===== src/rtl/fetch_stall_controller.sv =====
// Fetch-side consumer of the hazard-detection controls: owns PC, IF/ID and the ID/EX valid bit,
// and keeps a pipeline-state FSM, saturating stall/flush counters and sticky debug flags.
module fetch_stall_controller #(
    parameter logic [31:0] RESET_PC  = 32'h0000_0000,
    parameter int          CNT_W     = 16,
    parameter int          MAX_STALL = 8
) (
    input  logic             clk,
    input  logic             rst_n,
    input  logic             Stall,
    input  logic             PC_Write,
    input  logic             IF_ID_Write,
    input  logic             PC_Src,
    input  logic             Jump,
    input  logic             JmpandLink,
    input  logic             isJr,
    input  logic [31:0]      BranchTarget,
    input  logic [31:0]      JumpTarget,
    input  logic [31:0]      JrTarget,
    input  logic [31:0]      Instr_In,
    output logic [31:0]      PC,
    output logic [31:0]      IF_ID_Instr,
    output logic [31:0]      IF_ID_PCPlus4,
    output logic             IF_ID_Valid,
    output logic             ID_EXE_Valid,
    output logic [1:0]       PipeState,
    output logic [CNT_W-1:0] StallCycles,
    output logic [CNT_W-1:0] FlushCount,
    output logic             Protocol_Err,
    output logic             Align_Err,
    output logic             Stall_Timeout
);

    typedef enum logic [1:0] {
        ST_FILL  = 2'd0,
        ST_RUN   = 2'd1,
        ST_STALL = 2'd2,
        ST_FLUSH = 2'd3
    } pipe_state_e;

    // The run counter only needs to reach MAX_STALL+1; it parks there once the timeout fires.
    localparam int               RUN_W     = $clog2(MAX_STALL + 2);
    localparam logic [RUN_W-1:0] RUN_LIMIT = RUN_W'(MAX_STALL + 1);
    localparam logic [CNT_W-1:0] CNT_MAX   = '1;

    pipe_state_e      state_q, state_d;
    logic [RUN_W-1:0] run_q, run_d;

    logic        redirect;
    logic        hold_cycle;
    logic [31:0] pc_plus4;
    logic [31:0] redirect_target;
    logic [31:0] next_pc;

    assign redirect   = PC_Src | Jump | JmpandLink | isJr;
    assign hold_cycle = ~PC_Write & ~redirect;
    assign pc_plus4   = PC + 32'd4;

    always_comb begin
        redirect_target = JumpTarget;
        if (PC_Src)
            redirect_target = BranchTarget;
        else if (isJr)
            redirect_target = JrTarget;
    end

    assign next_pc = redirect ? {redirect_target[31:2], 2'b00} : {pc_plus4[31:2], 2'b00};

    // NOTE: every variable written in always_comb gets a default first, so no path can infer a latch.
    always_comb begin
        state_d = state_q;
        if (state_q == ST_FILL)
            state_d = ST_RUN;
        else if (redirect)
            state_d = ST_FLUSH;
        else if (!PC_Write)
            state_d = ST_STALL;
        else
            state_d = ST_RUN;
    end

    always_comb begin
        run_d = '0;
        if (hold_cycle)
            run_d = (run_q == RUN_LIMIT) ? run_q : run_q + RUN_W'(1);
    end

    assign PipeState = state_q;

    // NOTE: reset is synchronous and covers every register here, including in-flight IF/ID contents.
    always_ff @(posedge clk) begin
        if (!rst_n) begin
            state_q       <= ST_FILL;
            run_q         <= '0;
            PC            <= RESET_PC;
            IF_ID_Instr   <= '0;
            IF_ID_PCPlus4 <= '0;
            IF_ID_Valid   <= 1'b0;
            ID_EXE_Valid  <= 1'b0;
            StallCycles   <= '0;
            FlushCount    <= '0;
            Protocol_Err  <= 1'b0;
            Align_Err     <= 1'b0;
            Stall_Timeout <= 1'b0;
        end else begin
            // NOTE: non-blocking assignments so every register samples the pre-edge values of the others.
            state_q      <= state_d;
            run_q        <= run_d;
            ID_EXE_Valid <= IF_ID_Valid & ~Stall;

            if (PC_Write || redirect)
                PC <= next_pc;

            // A redirect squashes the wrong-path fetch even when the hazard unit asked to hold IF/ID.
            if (redirect) begin
                IF_ID_Instr <= '0;
                IF_ID_Valid <= 1'b0;
            end else if (IF_ID_Write) begin
                IF_ID_Instr   <= Instr_In;
                IF_ID_PCPlus4 <= pc_plus4;
                IF_ID_Valid   <= 1'b1;
            end

            if (hold_cycle && StallCycles != CNT_MAX)
                StallCycles <= StallCycles + CNT_W'(1);
            if (redirect && FlushCount != CNT_MAX)
                FlushCount <= FlushCount + CNT_W'(1);

            if (redirect && !PC_Write)
                Protocol_Err <= 1'b1;
            if (redirect && redirect_target[1:0] != 2'b00)
                Align_Err <= 1'b1;
            if (run_d == RUN_LIMIT)
                Stall_Timeout <= 1'b1;
        end
    end

endmodule


===== config.mk =====
export PLATFORM = sky130hd
export DESIGN_NAME = fetch_stall_controller
export DESIGN_NICKNAME = d
export VERILOG_FILES = /design/src/rtl/fetch_stall_controller.sv
export SDC_FILE = /design/constraint.sdc
export NUM_CORES = 1
export LEC_CHECK = 0
export ABC_CLOCK_PERIOD_IN_PS = 3900
export BUFFER_PORTS_ARGS = -buffer_cell sky130_fd_sc_hd__buf_2
export CORE_MARGIN = 2
export CORE_UTILIZATION = 40
export CTS_CLUSTER_DIAMETER = 200
export CTS_CLUSTER_SIZE = 30
export DETAILED_ROUTE_END_ITERATION = 12
export GPL_ROUTABILITY_DRIVEN = 0
export PLACE_DENSITY = 0.77
export SLEW_MARGIN = 40
export SYNTH_ARGS = -nofsm -noshare
export SYNTH_HDL_FRONTEND = slang
export SYNTH_SLANG_ARGS = --single-unit
export TNS_END_PERCENT = 50

===== constraint.sdc =====
create_clock -name clk -period 3.9 [get_ports clk]
set_input_delay 0.195 -clock clk [delete_from_list [all_inputs] [get_ports clk]]
set_output_delay 0.195 -clock clk [all_outputs]
set_load 0.02 [all_outputs]

Word level (Yosys, flattened, before mapping):

Cells that the tools add are included.

* bits of input ports: 137
* output and inout port bits: 135
* word-level logic and storage cells: 49
* bits in writable memories: 0
* memories: 0
* latch bits: 0
* bits in read-only memories: 0
* bits in registers: 139

* add/sub/neg operators: 4
* muxes and demuxes: 8
* $lt $le $gt $ge: 0
* reductions and logical operators: 11
* shift-type cells: 0
* bitwise logic cells: 9
* multipliers: 0
* equal/unequal tests: 4
* divide/modulo/power cells: 0

Operators with widths (number)
* 2-to-1 mux 32 bit: 3
* adder 16 x 1 -> 16 bit (second input constant): 2
* adder 32 x 3 -> 32 bit (second input constant): 1
* != test 16 bit (second input constant): 2
* == test 4 bit (second input constant): 2
* 2-to-1 mux 4 bit: 2
* adder 4 x 1 -> 4 bit (second input constant): 1
* logical AND 1 bit: 4
* 2-to-1 mux 2 bit: 2
* NOT 1 bit: 4
* OR reduction 2 bit: 2
* bitwise OR 1 bit: 3
* AND 1 bit: 2
* logical NOT 2 bit: 1
* AND reduction 2 bit: 1
* nonzero test 2 bit: 1
* logical NOT 1 bit: 1
* logical OR 1 bit: 1
* 2-to-1 mux 1 bit: 1

Depth between registers and ports, before layout:

Gate-level depths: netlist of run 1.

* depth after elaboration: 7
* gate-level depth with buffers: 7

Worst setup path after synthesis of run 1:

Ideal clock, no wire load.

* path kind: register to register
* start: register PC[4]
* end: register PC[29]
* data arrival time: 2.007 ns
* setup slack: 1.773 ns
* period minus slack after synthesis: 2.127 ns
* cell stages (with the launch flop): 7
* data required time: 3.780 ns
* setup time: 0.120 ns
* cells stage by stage: dfxtp_1 -> buf_2 -> nand3_1 -> nor3_2 -> nand4b_1 -> and4_1 -> a211o_1

* cells in the longest elaborated chain, start to end: 2

Ends and longest elaborated chain
* start, declared: RTL line 21 `output logic [31:0] PC,`
* start signal, assigned: RTL line 112 `PC <= next_pc;`
* adder 32 x 3 -> 32 bit: RTL line 57 `assign pc_plus4 = PC + 32'd4;`
* 2-to-1 mux 32 bit: RTL line 67 `assign next_pc = redirect ? {redirect_target[31:2], 2'b00} : {pc_plus4[31:2], 2'b00};`

Every way passes these cells.
A chain may end at the register's enable or synchronous reset.

Worst setup path in the final report of run 1:

* start: register PC[4]
* end: register PC[21]

Same word-level chain as after synthesis.

==> results of run 1 <==
logic make-up (layout without fill, tap and decap cells):
logic type | Yosys count | count (layout) | share of synthesized area
other | 1 | 5 | 0.000547
AO/OA/AOI/OAI | 154 | 154 | 0.136
adder cells (fa/ha/maj) | 5 | 5 | 0.00912
multiplexers | 80 | 80 | 0.121
AND/OR/NAND/NOR | 269 | 269 | 0.206
flip-flops | 135 | 135 | 0.394
XOR/XNOR | 72 | 72 | 0.0919
buffers and inverters | 65 | 337 | 0.0409
per-stage QoR:
stage | setup WS [ns] | std cells
2_1_floorplan | 1.77 | 784
3_3_place_gp | 1.32 | 1223
3_5_place_dp | 1.49 | 1223
4_1_cts | 1.56 | 1276
5_1_grt | 1.39 | 1277
6_report | 1.50 | 1277
synthesized netlist by cell type (4+ instances only):
cell type  instances
nor2_1            48
nand2b_1           4
o211a_1           15
nand4_1           26
or3_1              5
mux2_2            23
buf_4              4
o211ai_1          13
and2_1            26
ha_1               5
dfxtp_1          135
buf_2              5
nor3_1            16
mux2i_1           57
and3_1             5
inv_1              7
nand2_1           67
xor2_1            39
xnor2_1           33
a21oi_1           46
o21ai_0           59
clkbuf_1          44
and4_1             6
nor4_1            10
nand3_1           35
routing by layer:
| metal | wire, um | GRT usage | up-vias |
|---|---|---|---|
| met4 | 510 | 0.0880 | 0 |
| met2 | 10200 | 0.389 | 255 |
| met1 | 8870 | 0.268 | 3156 |
| li1 | - | - | 3293 |
| met3 | 1420 | 0.0586 | 34 |
| met5 | 0 | 0 | - |
what timing repair did:
item                                   in CTS  in global routing
gates resized for setup                     0                  0
endpoints found under the hold margin      21                  0
hold buffers                               21                  0
setup buffers                               0                  0
critical path: stages (launching register included):
cell and delay [ns]:
dfxtp_1 0.53, nand3_1 0.40, nor4_2 0.85, nand4_1 0.22, xor2_1 0.19, a21oi_1 0.13
sequential cells by signal, indices dropped and copies added (netlist names), 2 cells and up:
register / flops
PipeState: 2
FlushCount: 16
run_q: 4
StallCycles: 16
IF_ID_Instr: 32
IF_ID_PCPlus4: 30
PC: 30
final cells by class:
type                       instances  area [um^2]
clock buffer                      18          439
fill                            1561         7530
multi-input combinational        584         3900
timing repair buffer             297         1620
antenna                            1         2.50
tap                              220          275
sequential                       135         2700
inverter                           8         30.0
clock inverter                    14          199
final timing paths:
kind / startpoint / to / slack, ns / depth (start not counted)
worst max register to register: PC[4] / PC[21] / 1.50 / 5
worst min-delay path: Instr_In[30] / IF_ID_Instr[30] / 0.01 / 3
worst max-delay path: PC[4] / PC[21] / 1.50 / 5
worst min register to register: Align_Err / Align_Err / 0.46 / 1
power by group through the flow:
stage               clock network (mW)  registers [mW]  logic (mW)
detailed placement                   0            1.51       0.396
CTS                               1.76            1.48       0.413
global route                      1.82            1.48       0.447
finish                            1.74            1.48       0.411
floorplan                            0            1.54       0.203
global placement                     0            1.51       0.389
==> flow_metrics.env, run 1 <==
export IMPL_status="completed"
export IMPL_tritoncts="yes"
export IMPL_synth_edf_count=0
export IMPL_ys_flop_type="dfxtp_1"
export IMPL_ios=272
export IMPL_fp_coreArea_mm2=0.0167
export IMPL_maxSlewHeadroom=0.403
export IMPL_p_clk_frac=0.479
export IMPL_finalSetupViolCount=0
export IMPL_clk_latency_ns=0.43
export IMPL_tightestPinTransition_ns=0.889
export IMPL_nets=1185
export IMPL_max_freq_ghz=0.417
export IMPL_antenna_found_initial=2
export IMPL_clockBufferDepth=2
export IMPL_io_buffers=267
export IMPL_grt_setup_unrepaired="no"
export IMPL_finalCriticalPeriod_ns=2.40
export IMPL_p_sw_frac=0.256
export IMPL_place_area_mm2=0.00831
export IMPL_crit_path_max_fanout=10
export IMPL_cp_arrival_ns=2.75
export IMPL_synth_cells=781
export IMPL_grt_pass1_wl_um=32100
export IMPL_worst_setup_path_type="reg -> reg"
export IMPL_power_internal_mw=2.70
export IMPL_cp_required_ns=4.26
export IMPL_synth_top_area_frac=0.394
export IMPL_vias=6738
export IMPL_hold_path_class="in -> reg"
export IMPL_p_per_area_mw_per_mm2=396
export IMPL_finish_utilization=0.549
export IMPL_yosysSeqAreaShare=0.394
export IMPL_combPwrFrac=0.113
export IMPL_overflow=0
export IMPL_grt_max_degree=60
export IMPL_net_switching_power_uw=928
export IMPL_wl_per_cell_um=16.5
export IMPL_wl_um=21000
export IMPL_row_count=47
export IMPL_root_buffer="clkbuf_16"
export IMPL_ys_ff_latch=135
export IMPL_total_power_mw=3.63
export IMPL_final_area_mm2=0.00917
export IMPL_clkTransAtPathRegs_ns=0.06
export IMPL_syn_avg_cell_area_um2=8.78
export IMPL_skew_ns=0.00775
export IMPL_die_h_um=135
export IMPL_cts_inserted_buffers=17
export IMPL_area_growth_pct=33.7
export IMPL_netlist_area_mm2=0.00686
export IMPL_drtPass1Iterations=5
export IMPL_vias_per_cell=5.28
export IMPL_drive_above_1_share=0.324
export IMPL_setup_tns_ns=0
export IMPL_end_kind="flip-flop"
export IMPL_track_usage=0.225
export IMPL_drt_iter0_markers=439
export IMPL_final_max_slew_viol_count=0
export IMPL_die_w_um=135
export IMPL_yosysWarnings=0
export IMPL_setup_worst_path_start_class="flip-flop"
export IMPL_antenna_left=0
export IMPL_dp_hpwl_um=14900
export IMPL_finalHoldViolations=0
export IMPL_yosys_top_cells_area="dfxtp_1, mux2i_1, xor2_1, o21ai_0, xnor2_1"
export IMPL_vdd_drop_max_mv=0.289
export IMPL_layout_commonest_cell="buf_2"
export IMPL_grt_pass1_vias=6354
export IMPL_drc_errors=0
export IMPL_yosys_area_top_type="dfxtp_1"
export IMPL_htree_levels=4
export IMPL_initial_core_util=0.411
export IMPL_seq_power_share=0.408
export IMPL_drv_cap=0
export IMPL_async_flop_share=0
export IMPL_leakage_nw=4.22
export IMPL_hold_ws_ns=0.0113
export IMPL_fin_crit_sh=0.615
export IMPL_synth_cell_type_count=54
export IMPL_cts_sinks=135
export IMPL_dieArea_mm2=0.0182
export IMPL_layout_common_cells="buf_2, dfxtp_1, nand2_1, o21ai_0, mux2i_1"
No activity file was read; power rests on OpenSTA's default activity.
==> run 2, diff against run 1 <==
- ABC_CLOCK_PERIOD_IN_PS: 3900 -> 2450
- clock period: 3.9 -> 2.45 ns (I/O delays scaled with it)
==> run 2 against run 1 <==
- worst hold slack improved by 0.063 ns
- flip-flop and latch count did not move
- clock skew rose by 0.0016 ns
- cell area rose by 2.7%
- largest cell class unchanged
- routed wire length rose by 3.2%
- critical path type unchanged
- register-to-register slack got worse by 1.0 ns
- power rose by 59%
- largest power group unchanged
- cell count rose by 2.2%
==> flow_metrics.env, run 2 (same netlist as run 1, synthesis figures left out) <==
export IMPL_status="completed"
export IMPL_fp_coreArea_mm2=0.0167
export IMPL_antenna_left=0
export IMPL_grt_max_degree=60
export IMPL_p_per_area_mw_per_mm2=614
export IMPL_ios=272
export IMPL_nFillCells=1474
export IMPL_power_internal_mw=4.33
export IMPL_p_sw_frac=0.250
export IMPL_crit_path_cell_trace="ha_1 -> nand4_1 -> nor3_1 -> buf_4 -> nand4_1 -> xor2_1 -> a21oi_1"
export IMPL_finalCriticalPeriod_ns=1.97
export IMPL_drc_errors=0
export IMPL_row_count=47
export IMPL_setup_tns_ns=0
export IMPL_wl_per_cell_um=16.6
export IMPL_die_w_um=135
export IMPL_vias_per_cell=5.31
export IMPL_regMostFlops="IF_ID_Instr"
export IMPL_initial_core_util=0.411
export IMPL_clk_latency_ns=0.42
export IMPL_layout_common_cells="buf_2, dfxtp_1, nand2_1, o21ai_0, mux2i_1"
export IMPL_net_switching_power_mw=1.45
export IMPL_combPwrFrac=0.120
export IMPL_total_power_mw=5.78
export IMPL_dieArea_mm2=0.0182
export IMPL_clockBufferDepth=2
export IMPL_cts_sinks=135
export IMPL_nets=1214
export IMPL_htree_levels=4
export IMPL_finalHoldViolations=0
export IMPL_tightestPinTransition_ns=0.615
export IMPL_slowest_delay_ns=0.43
export IMPL_drtPass1Iterations=6
export IMPL_setup_worst_path_start_class="flip-flop"
export IMPL_max_freq_ghz=0.507
export IMPL_grt_pass1_wl_um=33900
export IMPL_skew_ns=0.00933
export IMPL_grt_setup_unrepaired="no"
export IMPL_whs_path_depth=4
export IMPL_vias=6925
export IMPL_seq_power_share=0.407
export IMPL_die_h_um=135
export IMPL_drv_cap=0
export IMPL_worst_setup_path_type="reg -> reg"
export IMPL_end_kind="flip-flop"
export IMPL_largest_register_ffs=32
export IMPL_cts_setup_buffers=0
export IMPL_drt_iter0_markers=483
export IMPL_finalSetupViolCount=0
export IMPL_drive_above_1_share=0.329
export IMPL_wl_um=21700
export IMPL_tritoncts="yes"
export IMPL_crit_path_max_fanout=12
export IMPL_antenna_found_initial=3
export IMPL_area_growth_pct=37.3
export IMPL_fin_crit_sh=0.805
export IMPL_maxSlewHeadroom=0.587
export IMPL_track_usage=0.236
export IMPL_hold_ws_ns=0.0742
export IMPL_root_buffer="clkbuf_16"
export IMPL_final_max_slew_viol_count=0
export IMPL_layout_commonest_cell="buf_2"
export IMPL_overflow=0
export IMPL_p_clk_frac=0.473
export IMPL_top_regs="IF_ID_Instr: 32 flops, IF_ID_PCPlus4: 30 flops, PC: 30 flops"
export IMPL_io_buffers=267
export IMPL_cp_arrival_ns=2.32
export IMPL_r2r_cells=7
export IMPL_dp_hpwl_um=15300
export IMPL_cp_required_ns=2.80
export IMPL_crit_path_frequent_cell="nand4_1"
export IMPL_post_cts_resized=0
export IMPL_holdBufCountCts=33
export IMPL_hold_path_class="in -> reg"
export IMPL_cpMaxStageDelayCell="dfxtp_1"
export IMPL_leakage_nw=4.35
export IMPL_clkTransAtPathRegs_ns=0.06
export IMPL_vdd_drop_max_mv=0.465
export IMPL_grt_pass1_vias=6625
export IMPL_cts_inserted_buffers=17
[run 2: final timing paths]
check	slack [ns]	from	end
worst max-delay path	0.48	PC[2]	PC[20]
worst min-delay path	0.07	BranchTarget[4]	PC[4]
worst max register to register	0.48	PC[2]	PC[20]
worst min register to register	0.46	Align_Err	Align_Err
[run 2: worst max-delay path: cells and delay by family (launching register included)]
| kind | cells | cell delay (ns) |
|---|---|---|
| AO/OA/AOI/OAI | 1 | 0.16 |
| XOR/XNOR | 1 | 0.18 |
| adder cells (fa/ha/maj) | 1 | 0.29 |
| buffers and inverters | 1 | 0.23 |
| flip-flops | 1 | 0.43 |
| AND/OR/NAND/NOR | 3 | 0.61 |
[run 2: final cells by class]
class                   instances  area (um^2)  area share
multi-input cells             584         3890       0.413
flip-flops and latches        135         2700       0.287
repair buffers                326         1890       0.200
clock buffers                  19          453      0.0481
well taps                     220          275      0.0292
clock inverters                12          175      0.0186
inverters                       8         30.0     0.00319
diodes                          1         2.50    0.000266
[run 2: power by group through the flow]
stage | Sequential, mW | Combinational, mW | Clock [mW]
after floorplan | 2.45 | 0.323 | 0
after global placement | 2.40 | 0.639 | 0
after detailed placement | 2.40 | 0.646 | 0
after CTS | 2.35 | 0.690 | 2.78
after global routing | 2.36 | 0.751 | 2.85
final | 2.35 | 0.691 | 2.74
[run 2: stage by stage]
stage / utilization / instance area [um^2] / setup WS [ns] / std cells
global route: 0.564 / 9420 / 0.288 / 1304
floorplan: - / 6870 / 0.323 / 784
finish: 0.564 / 9420 / 0.478 / 1305
detailed placement: 0.507 / 8460 / 0.466 / 1240
global placement: 0.507 / 8460 / 0.514 / 1240
CTS: 0.564 / 9420 / 0.498 / 1304
[run 2: per-layer routing]
layer | vias up | global-route usage | share of wire
met1 | 3224 | 0.284 | 0.42
li1 | 3354 | - | -
met5 | - | 0 | 0
met4 | 0 | 0.0966 | 0.025
met3 | 49 | 0.0582 | 0.075
met2 | 298 | 0.401 | 0.48
